[config.mk]
export PLATFORM = sky130hd
export DESIGN_NAME = wb_ram_bridge
export DESIGN_NICKNAME = d
export VERILOG_FILES = /design/src/rtl/dffram_bus_pkg.sv /design/src/rtl/wb_ram_bridge.sv
export SDC_FILE = /design/constraint.sdc
export NUM_CORES = 1
export LEC_CHECK = 0
export CAP_MARGIN = 40
export CORE_MARGIN = 2
export CORE_UTILIZATION = 41
export DETAILED_ROUTE_END_ITERATION = 7
export HOLD_SLACK_MARGIN = 0.15
export PLACE_DENSITY = 0.94
export SETUP_SLACK_MARGIN = 0.2
export SLEW_MARGIN = 30
export SYNTH_ARGS = -nofsm -noshare
export SYNTH_HDL_FRONTEND = slang
export SYNTH_SLANG_ARGS = --single-unit
[constraint.sdc]
create_clock -name CLK -period 3 [get_ports CLK]
set_input_delay 0.6 -clock CLK [delete_from_list [all_inputs] [get_ports CLK]]
set_output_delay 0.6 -clock CLK [all_outputs]
set_load 0.02 [all_outputs]
[src/rtl/dffram_bus_pkg.sv]
// Shared types and helpers for the Wishbone-to-DFFRAM bridge.
`timescale 1ns/1ps
package dffram_bus_pkg;

    localparam int unsigned WORD_BYTES       = 4;
    localparam int unsigned BYTE_OFS_W       = $clog2(WORD_BYTES);
    localparam int unsigned SEL_W            = WORD_BYTES;
    localparam int unsigned DATA_W           = 8 * WORD_BYTES;
    localparam int unsigned BUS_ADDR_W       = 32;
    localparam int unsigned DFLT_DEPTH_WORDS = 6144;
    localparam int unsigned DFLT_ADDR_W      = 13;

    typedef enum logic [2:0] {
        ST_IDLE     = 3'd0,
        ST_ACCESS   = 3'd1,
        ST_RDATA    = 3'd2,
        ST_RESP_ACK = 3'd3,
        ST_RESP_ERR = 3'd4
    } state_e;

    // Misaligned byte offset, or word index (bits above addr_w ignored) past the RAM depth.
    function automatic logic req_is_bad(
        input logic [BUS_ADDR_W-1:0] adr,
        input int unsigned           addr_w,
        input int unsigned           depth
    );
        logic [BUS_ADDR_W-1:0] w_idx;
        w_idx = (adr >> BYTE_OFS_W) & ((BUS_ADDR_W'(1) << addr_w) - BUS_ADDR_W'(1));
        return (adr[BYTE_OFS_W-1:0] != '0) || (w_idx >= BUS_ADDR_W'(depth));
    endfunction

endpackage

[src/rtl/wb_ram_bridge.sv]
// Wishbone B4 classic slave driving a single-port DFFRAM macro with registered strobes.
// One bus cycle at a time; ack/err are single-cycle pulses.
`timescale 1ns/1ps
module wb_ram_bridge
    import dffram_bus_pkg::*;
#(
    parameter int unsigned DEPTH_WORDS = DFLT_DEPTH_WORDS,
    parameter int unsigned ADDR_W      = DFLT_ADDR_W
) (
    input  logic                  CLK,
    input  logic                  RESETn,
    input  logic                  wb_cyc_i,
    input  logic                  wb_stb_i,
    input  logic                  wb_we_i,
    input  logic [SEL_W-1:0]      wb_sel_i,
    input  logic [BUS_ADDR_W-1:0] wb_adr_i,
    input  logic [DATA_W-1:0]     wb_dat_i,
    output logic [DATA_W-1:0]     wb_dat_o,
    output logic                  wb_ack_o,
    output logic                  wb_err_o,
    output logic                  ram_en,
    output logic [SEL_W-1:0]      ram_we,
    output logic [DATA_W-1:0]     ram_di,
    output logic [ADDR_W-1:0]     ram_a,
    input  logic [DATA_W-1:0]     ram_do
);

    state_e              r_state;
    logic                r_we;
    logic                r_ack;
    logic                r_err;
    logic                r_ram_en;
    logic [SEL_W-1:0]    r_ram_we;
    logic [ADDR_W-1:0]   r_ram_a;
    logic [DATA_W-1:0]   r_ram_di;
    logic [DATA_W-1:0]   r_dat_o;

    state_e              w_state_nxt;
    logic                w_we_nxt;
    logic                w_ack_nxt;
    logic                w_err_nxt;
    logic                w_ram_en_nxt;
    logic [SEL_W-1:0]    w_ram_we_nxt;
    logic [ADDR_W-1:0]   w_ram_a_nxt;
    logic [DATA_W-1:0]   w_ram_di_nxt;
    logic [DATA_W-1:0]   w_dat_o_nxt;

    // State and all outputs are registered; the RAM strobe is loaded on entry to ACCESS.
    always_ff @(posedge CLK or negedge RESETn) begin
        if (!RESETn) begin
            r_state  <= ST_IDLE;
            r_we     <= 1'b0;
            r_ack    <= 1'b0;
            r_err    <= 1'b0;
            r_ram_en <= 1'b0;
            r_ram_we <= '0;
            r_ram_a  <= '0;
            r_ram_di <= '0;
            r_dat_o  <= '0;
        end else begin
            r_state  <= w_state_nxt;
            r_we     <= w_we_nxt;
            r_ack    <= w_ack_nxt;
            r_err    <= w_err_nxt;
            r_ram_en <= w_ram_en_nxt;
            r_ram_we <= w_ram_we_nxt;
            r_ram_a  <= w_ram_a_nxt;
            r_ram_di <= w_ram_di_nxt;
            r_dat_o  <= w_dat_o_nxt;
        end
    end

    // Next state plus next value of every registered output.
    always_comb begin
        w_state_nxt  = r_state;
        w_we_nxt     = r_we;
        w_ack_nxt    = 1'b0;
        w_err_nxt    = 1'b0;
        w_ram_en_nxt = 1'b0;
        w_ram_we_nxt = '0;
        w_ram_a_nxt  = r_ram_a;
        w_ram_di_nxt = r_ram_di;
        w_dat_o_nxt  = r_dat_o;

        case (r_state)
            ST_IDLE: begin
                if (wb_cyc_i && wb_stb_i) begin
                    w_we_nxt = wb_we_i;
                    if (req_is_bad(wb_adr_i, ADDR_W, DEPTH_WORDS)) begin
                        w_state_nxt = ST_RESP_ERR;
                        w_err_nxt   = 1'b1;
                    end else begin
                        w_state_nxt  = ST_ACCESS;
                        w_ram_a_nxt  = wb_adr_i[ADDR_W+BYTE_OFS_W-1:BYTE_OFS_W];
                        w_ram_di_nxt = wb_dat_i;
                        // A write with no lanes selected is acked without touching the RAM.
                        w_ram_en_nxt = !wb_we_i || (wb_sel_i != '0);
                        w_ram_we_nxt = wb_we_i ? wb_sel_i : '0;
                    end
                end
            end
            ST_ACCESS: begin
                if (!wb_cyc_i) begin
                    w_state_nxt = ST_IDLE;
                end else if (r_we) begin
                    w_state_nxt = ST_RESP_ACK;
                    w_ack_nxt   = 1'b1;
                end else begin
                    w_state_nxt = ST_RDATA;
                end
            end
            ST_RDATA: begin
                if (!wb_cyc_i) begin
                    w_state_nxt = ST_IDLE;
                end else begin
                    w_state_nxt = ST_RESP_ACK;
                    w_ack_nxt   = 1'b1;
                    w_dat_o_nxt = ram_do;
                end
            end
            ST_RESP_ACK, ST_RESP_ERR: begin
                w_state_nxt = ST_IDLE;
            end
            default: begin
                w_state_nxt = ST_IDLE;
            end
        endcase
    end

    assign wb_dat_o = r_dat_o;
    assign wb_ack_o = r_ack;
    assign wb_err_o = r_err;
    assign ram_en   = r_ram_en;
    assign ram_we   = r_ram_we;
    assign ram_a    = r_ram_a;
    assign ram_di   = r_ram_di;

endmodule
### Yosys cells after proc, flatten, opt, wreduce, memory -nomap -nowiden

Cells that the tools add are included.
Widths: inputs -> output; s select.

| word-level totals | value |
|---|---|
| register bits | 88 |
| latch bits | 0 |
| RAM bits | 0 |
| ROM bits | 0 |
| bits of input ports | 105 |
| output and inout bits | 84 |
| logic and storage cells | 44 |
| memories kept | 0 |

| operators by class | value |
|---|---|
| $add $sub $neg | 0 |
| multiply operators | 0 |
| divide/modulo/power cells | 0 |
| $lt $le $gt $ge | 1 |
| equality and inequality tests | 3 |
| shifts and indexed selects | 0 |
| muxes and demuxes | 20 |
| bitwise gates (word level) | 1 |
| reductions and logical operators | 10 |

Operator list:

| cell | count |
|---|---|
| $mux 4 | 4 |
| $ge 13x13->1 const B | 1 |
| $mux 1 | 10 |
| $pmux 3 s3 | 1 |
| $mux 3 | 2 |
| $mux 2 | 2 |
| $reduce_and 2->1 | 2 |
| $reduce_bool 4->1 | 1 |
| $eq 3x1->1 const B | 1 |
| $eq 3x2->1 const B | 1 |
| $logic_not 3->1 | 1 |
| $reduce_and 3->1 | 1 |
| $logic_or 1x1->1 | 2 |
| $ne 2x2->1 const B | 1 |
| $pmux 1 s2 | 1 |
| $reduce_bool 2->1 | 1 |
| $logic_and 1x1->1 | 1 |
| $logic_not 1->1 | 1 |
| $not 1->1 | 1 |

### Logic depth before layout (Yosys ltp)

| logic depth | value |
|---|---|
| depth after elaboration | 5 |
| depth in mapped cells | 4 |
| depth with buffers taken out | 3 |

### Worst setup path before layout

No wires, ideal clock.

| path | value |
|---|---|
| path type | in2reg |
| from | input port wb_adr_i[14] |
| to | register r_ram_a[0], in the netlist ram_a[0] |
| setup time | 0.125 ns |
| data arrival time | 1.908 ns |
| data required time | 2.875 ns |
| slack | 0.967 ns |
| cell stages on the path | 4 |
| buffers on the path | 1 |
| cells stage by stage | a211o_2 -> nor4_4 -> buf_6 -> mux2_2 |

| between the ends | value |
|---|---|
| cells in the longest elaborated chain, start to end | 4 |

Ends and longest elaborated chain:

| element | line | RTL |
|---|---|---|
| start: declaration | wb_ram_bridge.sv:16 | `input logic [BUS_ADDR_W-1:0] wb_adr_i,` |
| $ge 13x13->1 | dffram_bus_pkg.sv:29 | `return (adr[BYTE_OFS_W-1:0] != '0) \|\| (w_idx >= BUS_ADDR_W'(depth));` |
| $logic_or 1x1->1 | dffram_bus_pkg.sv:29 |  |
| $not 1->1 (no line) | n/a |  |
| $reduce_and 3->1 (no line) | n/a |  |
| end signal: assignment | wb_ram_bridge.sv:67 | `r_ram_a <= w_ram_a_nxt;` |
| end: declaration | wb_ram_bridge.sv:34 | `logic [ADDR_W-1:0] r_ram_a;` |

No other way between the ends.
A chain may end at the register's enable or synchronous reset.

### Worst setup path after layout

| path | value |
|---|---|
| from | input port wb_adr_i[14] |
| to | register r_ram_a[12], in the netlist ram_a[12] |

| between the ends | value |
|---|---|
| cells in the longest elaborated chain, start to end | 4 |

Ends and longest elaborated chain:

| element | line |
|---|---|
| $ge 13x13->1 | dffram_bus_pkg.sv:29 |
| $logic_or 1x1->1 | dffram_bus_pkg.sv:29 |
| $not 1->1 (no line) | n/a |
| $reduce_and 3->1 (no line) | n/a |

Parallel ways exist; a longest one is shown, timed or not.

==> results.md <==
* Clock share of power at 0.162
* Fraction of layout cells with a size suffix above 1 at 0.266
* Final Cycle Share at 0.741
* Worst min path class: in -> async
* Layout Nets at around 480
* Sequential cell area fraction in the yosys report at 0.665
* CP Data Required Time at 3.22 ns
* Crit path max-delay family: buffers and inverters
* Die height at 93.9 um
* Mapped Avg Cell Area at approximately 17 um^2
* Yosys warns at 0
* Root buffer cell: clkbuf_8
* Placed insts at about 470
* Post_cts resized at 0
* Outcome: complete, no violations
* Switch Pwr at 0.00144 W
* Port buffer count at 171
* Cell Count, Final, Fillers Out at around 480
* Post-synthesis async set-or-reset flop share at 1.00
* Post CTS Setup Buffer Count at 0
* Worst skew pair latency at roughly 0.34 ns
* Slew Viols, Final at 0
* List of most frequent post-synthesis cells: dfrtp_1 (88), mux2_2 (74), buf_6 (5)
* Die extent in x at between 90 and 100 um
* Pre-CTS worst setup slack at roughly 0.42 ns
* Slew Limit Headroom at 0.613
* Final number of hold-violating endpoints at 0
* Number of H-tree levels at 3
* Max Clock Freq at 0.450 GHz
* Dpl hpwl at 5890 um
* Initial antenna violation count at 0
* Die Area at 8810 um^2
* Routability congestion estimate at 0.695
* TritonCTS clock tree: yes
* Starting Density at 0.426
* Clock transition at path regs at 0.08 ns
* Worst-Margin Slew at 0.580 ns
* First-pass GRT wire length at roughly 12000 um
* Max-cap check violation count at 0
* Number of global-route vias before repair at 2511
* Crit path kind: in -> reg
* CTS max path bufs at 2
* Critical path arrival at 2.44 ns
* # rows at 32
* Core Area at 7770 um^2
* CP Capture Type: register
* Synth Cell Area at 3310 um^2
* DR DRC count at 0
* Leak pwr at between 2 and 2.5 nW
* Startpoint Class: primary input
* Post-DR vias/cell at 4.72
* Synthesized instance count at 196
* Comb pwr share at 0.432
* CTS buffer count at 9
* Per-cell routed wire length at 15.9 um
* CP max-delay cell: clkdlybuf4s50_1
* Sw frac at 0.327
* Via Count at 2269
* Buf+Inv Stages, Crit Path at 2
* Post-synth EDFFs at 0
* Maximum vdd drop at ~0.00042 V
* Setup_tns at 0 ns
* PwrDens at around 830 nW/um^2
* Post-synthesis cell type count at 19
* FF+latch count, synth at 88
* Post-route cell area at ~5300 um^2
* N_diodes at 0
* Critical path fanouts, max at 20
* Synth area leader: dfrtp_1
* Largest net degree at the start of global routing at 46
* Reg power frac at 0.406
* GRT Residual Overflow at 0
* GRT Overall Usage at 0.178
* # setup viols final at 0
* Post-place instance area at approximately 5100 um^2
* TritonCTS Sinks at 88
* Share of the synthesized area in the top cell type at 0.665
* DRT Pass-1 Iters at 4
* Int Pwr at slightly below 0.003 W
* Synth top area cells: dfrtp_1 (66%), mux2_2 (25%), buf_6 (1.7%), mux2_1 (1.4%), and3_1 (0.76%)
* Min cycle time layout at 2.22 ns
* Area growth syn-to-layout at 60.3%
* Post-route ant nets at 0
* IO Pins at 189
* Worst Setup Slack, final at a little under 0.8 ns
* 1st-iter DRT viols at 57
* CP cell instances: clkdlybuf4s50_1 > a211o_2 > nor4_4 > buf_4 > mux2_2
* RSZ-0062 raised after global routing: no
* Net Count, Synth at approximately 300
* Count leader, synth: dfrtp_1
* Hold-fix buffers, CTS at 0
* Total Wirelength at between 7000 and 8000 um
* Top FF cell, synth: dfrtp_1
* Biggest cell delay along the critical path at 0.42 ns
* Clock Skews at 0.0123 ns
per-stage QoR:
step	hold WS, ns	total power, W	utilization
after global placement	0.472	0.00367	0.661
after global routing	0.274	0.00466	0.683
final	0.255	0.00442	0.683
after CTS	0.252	0.00449	0.683
after detailed placement	0.476	0.00376	0.661
after floorplan	0.304	0.00268	-
per-layer routing:
| metal | wire length [um] | share of wire | vias up | track usage |
|---|---|---|---|---|
| met5 | 0 | 0 | - | 0 |
| met4 | 97 | 0.013 | 0 | 0.0725 |
| met3 | 686 | 0.090 | 9 | 0.0562 |
| met2 | 3820 | 0.50 | 109 | 0.307 |
| met1 | 3020 | 0.40 | 1101 | 0.204 |
| li1 | - | - | 1050 | - |
layout by cell type (no fill, tap or decap), types with 2 or more instances in the layout:
cell type,n
clkdlybuf4s50_1,170
dfrtp_1,88
mux2_2,74
clkbuf_8,10
and3_1,4
mux2_1,4
buf_4,3
or2b_2,2
nand2b_1,2
a21oi_1,2
nor3_1,2
and2_2,2
clkinvlp_4,2
clkbuf_1,2
buf_12,2
final timing paths:
| check | from | end | slack, ns | cells past startpoint |
|---|---|---|---|---|
| setup / recovery | wb_adr_i[14] | ram_a[12]$_DFFE_PN0P_ | 0.78 | 5 |
| hold / removal | RESETn | wb_dat_o[22]$_DFFE_PN0N_ | 0.26 | 1 |
| setup reg to reg | r_state[2]$_DFFE_PN0P_ | ram_a[12]$_DFFE_PN0P_ | 1.16 | 4 |
| hold reg to reg | ram_a[9]$_DFFE_PN0P_ | ram_a[9]$_DFFE_PN0P_ | 0.49 | 1 |
| max in group asynchronous | RESETn | ram_di[7]$_DFFE_PN0P_ | 2.10 | 2 |
| min in group CLK | ram_a[9]$_DFFE_PN0P_ | ram_a[9]$_DFFE_PN0P_ | 0.49 | 1 |
final cells by class:
type	count	area, um^2
sequential	88	2200
inverter	1	3.75
clock buffer	12	145
multi-input combinational	99	1040
timing repair buffer	175	1760
clock inverter	4	28.8
tap	102	128
fill	559	2460
power by group through the flow:
stage                     clock network [W]  logic (W)  registers, W
after floorplan                           0   0.000370       0.00231
after global placement                    0    0.00189       0.00179
after detailed placement                  0    0.00193       0.00183
after CTS                          0.000755    0.00194       0.00180
after global routing               0.000801    0.00201       0.00185
final                              0.000717    0.00191       0.00179
flip-flops by register name (all words and copies together) (netlist names):
signal    flops
wb_err_o      1
ram_a        13
ram_en        1
wb_dat_o     32
r_we          1
ram_di       32
wb_ack_o      1
r_state       3
ram_we        4
kinds of logic after synthesis:
logic type / count (synthesis) / share of synthesized area
muxes: 78 / 0.265
buffers and inverters: 9 / 0.0227
and+or+nand+nor: 16 / 0.0359
AOI/OAI and AO/OA: 5 / 0.0113
DFF: 88 / 0.665
worst register-to-register path, cell delays in order (launching register included):
cell and delay, ns:
dfrtp_1 0.38, or2b_2 0.36, nor4_4 0.30, buf_4 0.32, mux2_2 0.37
No activity file was read; power rests on OpenSTA's default activity.
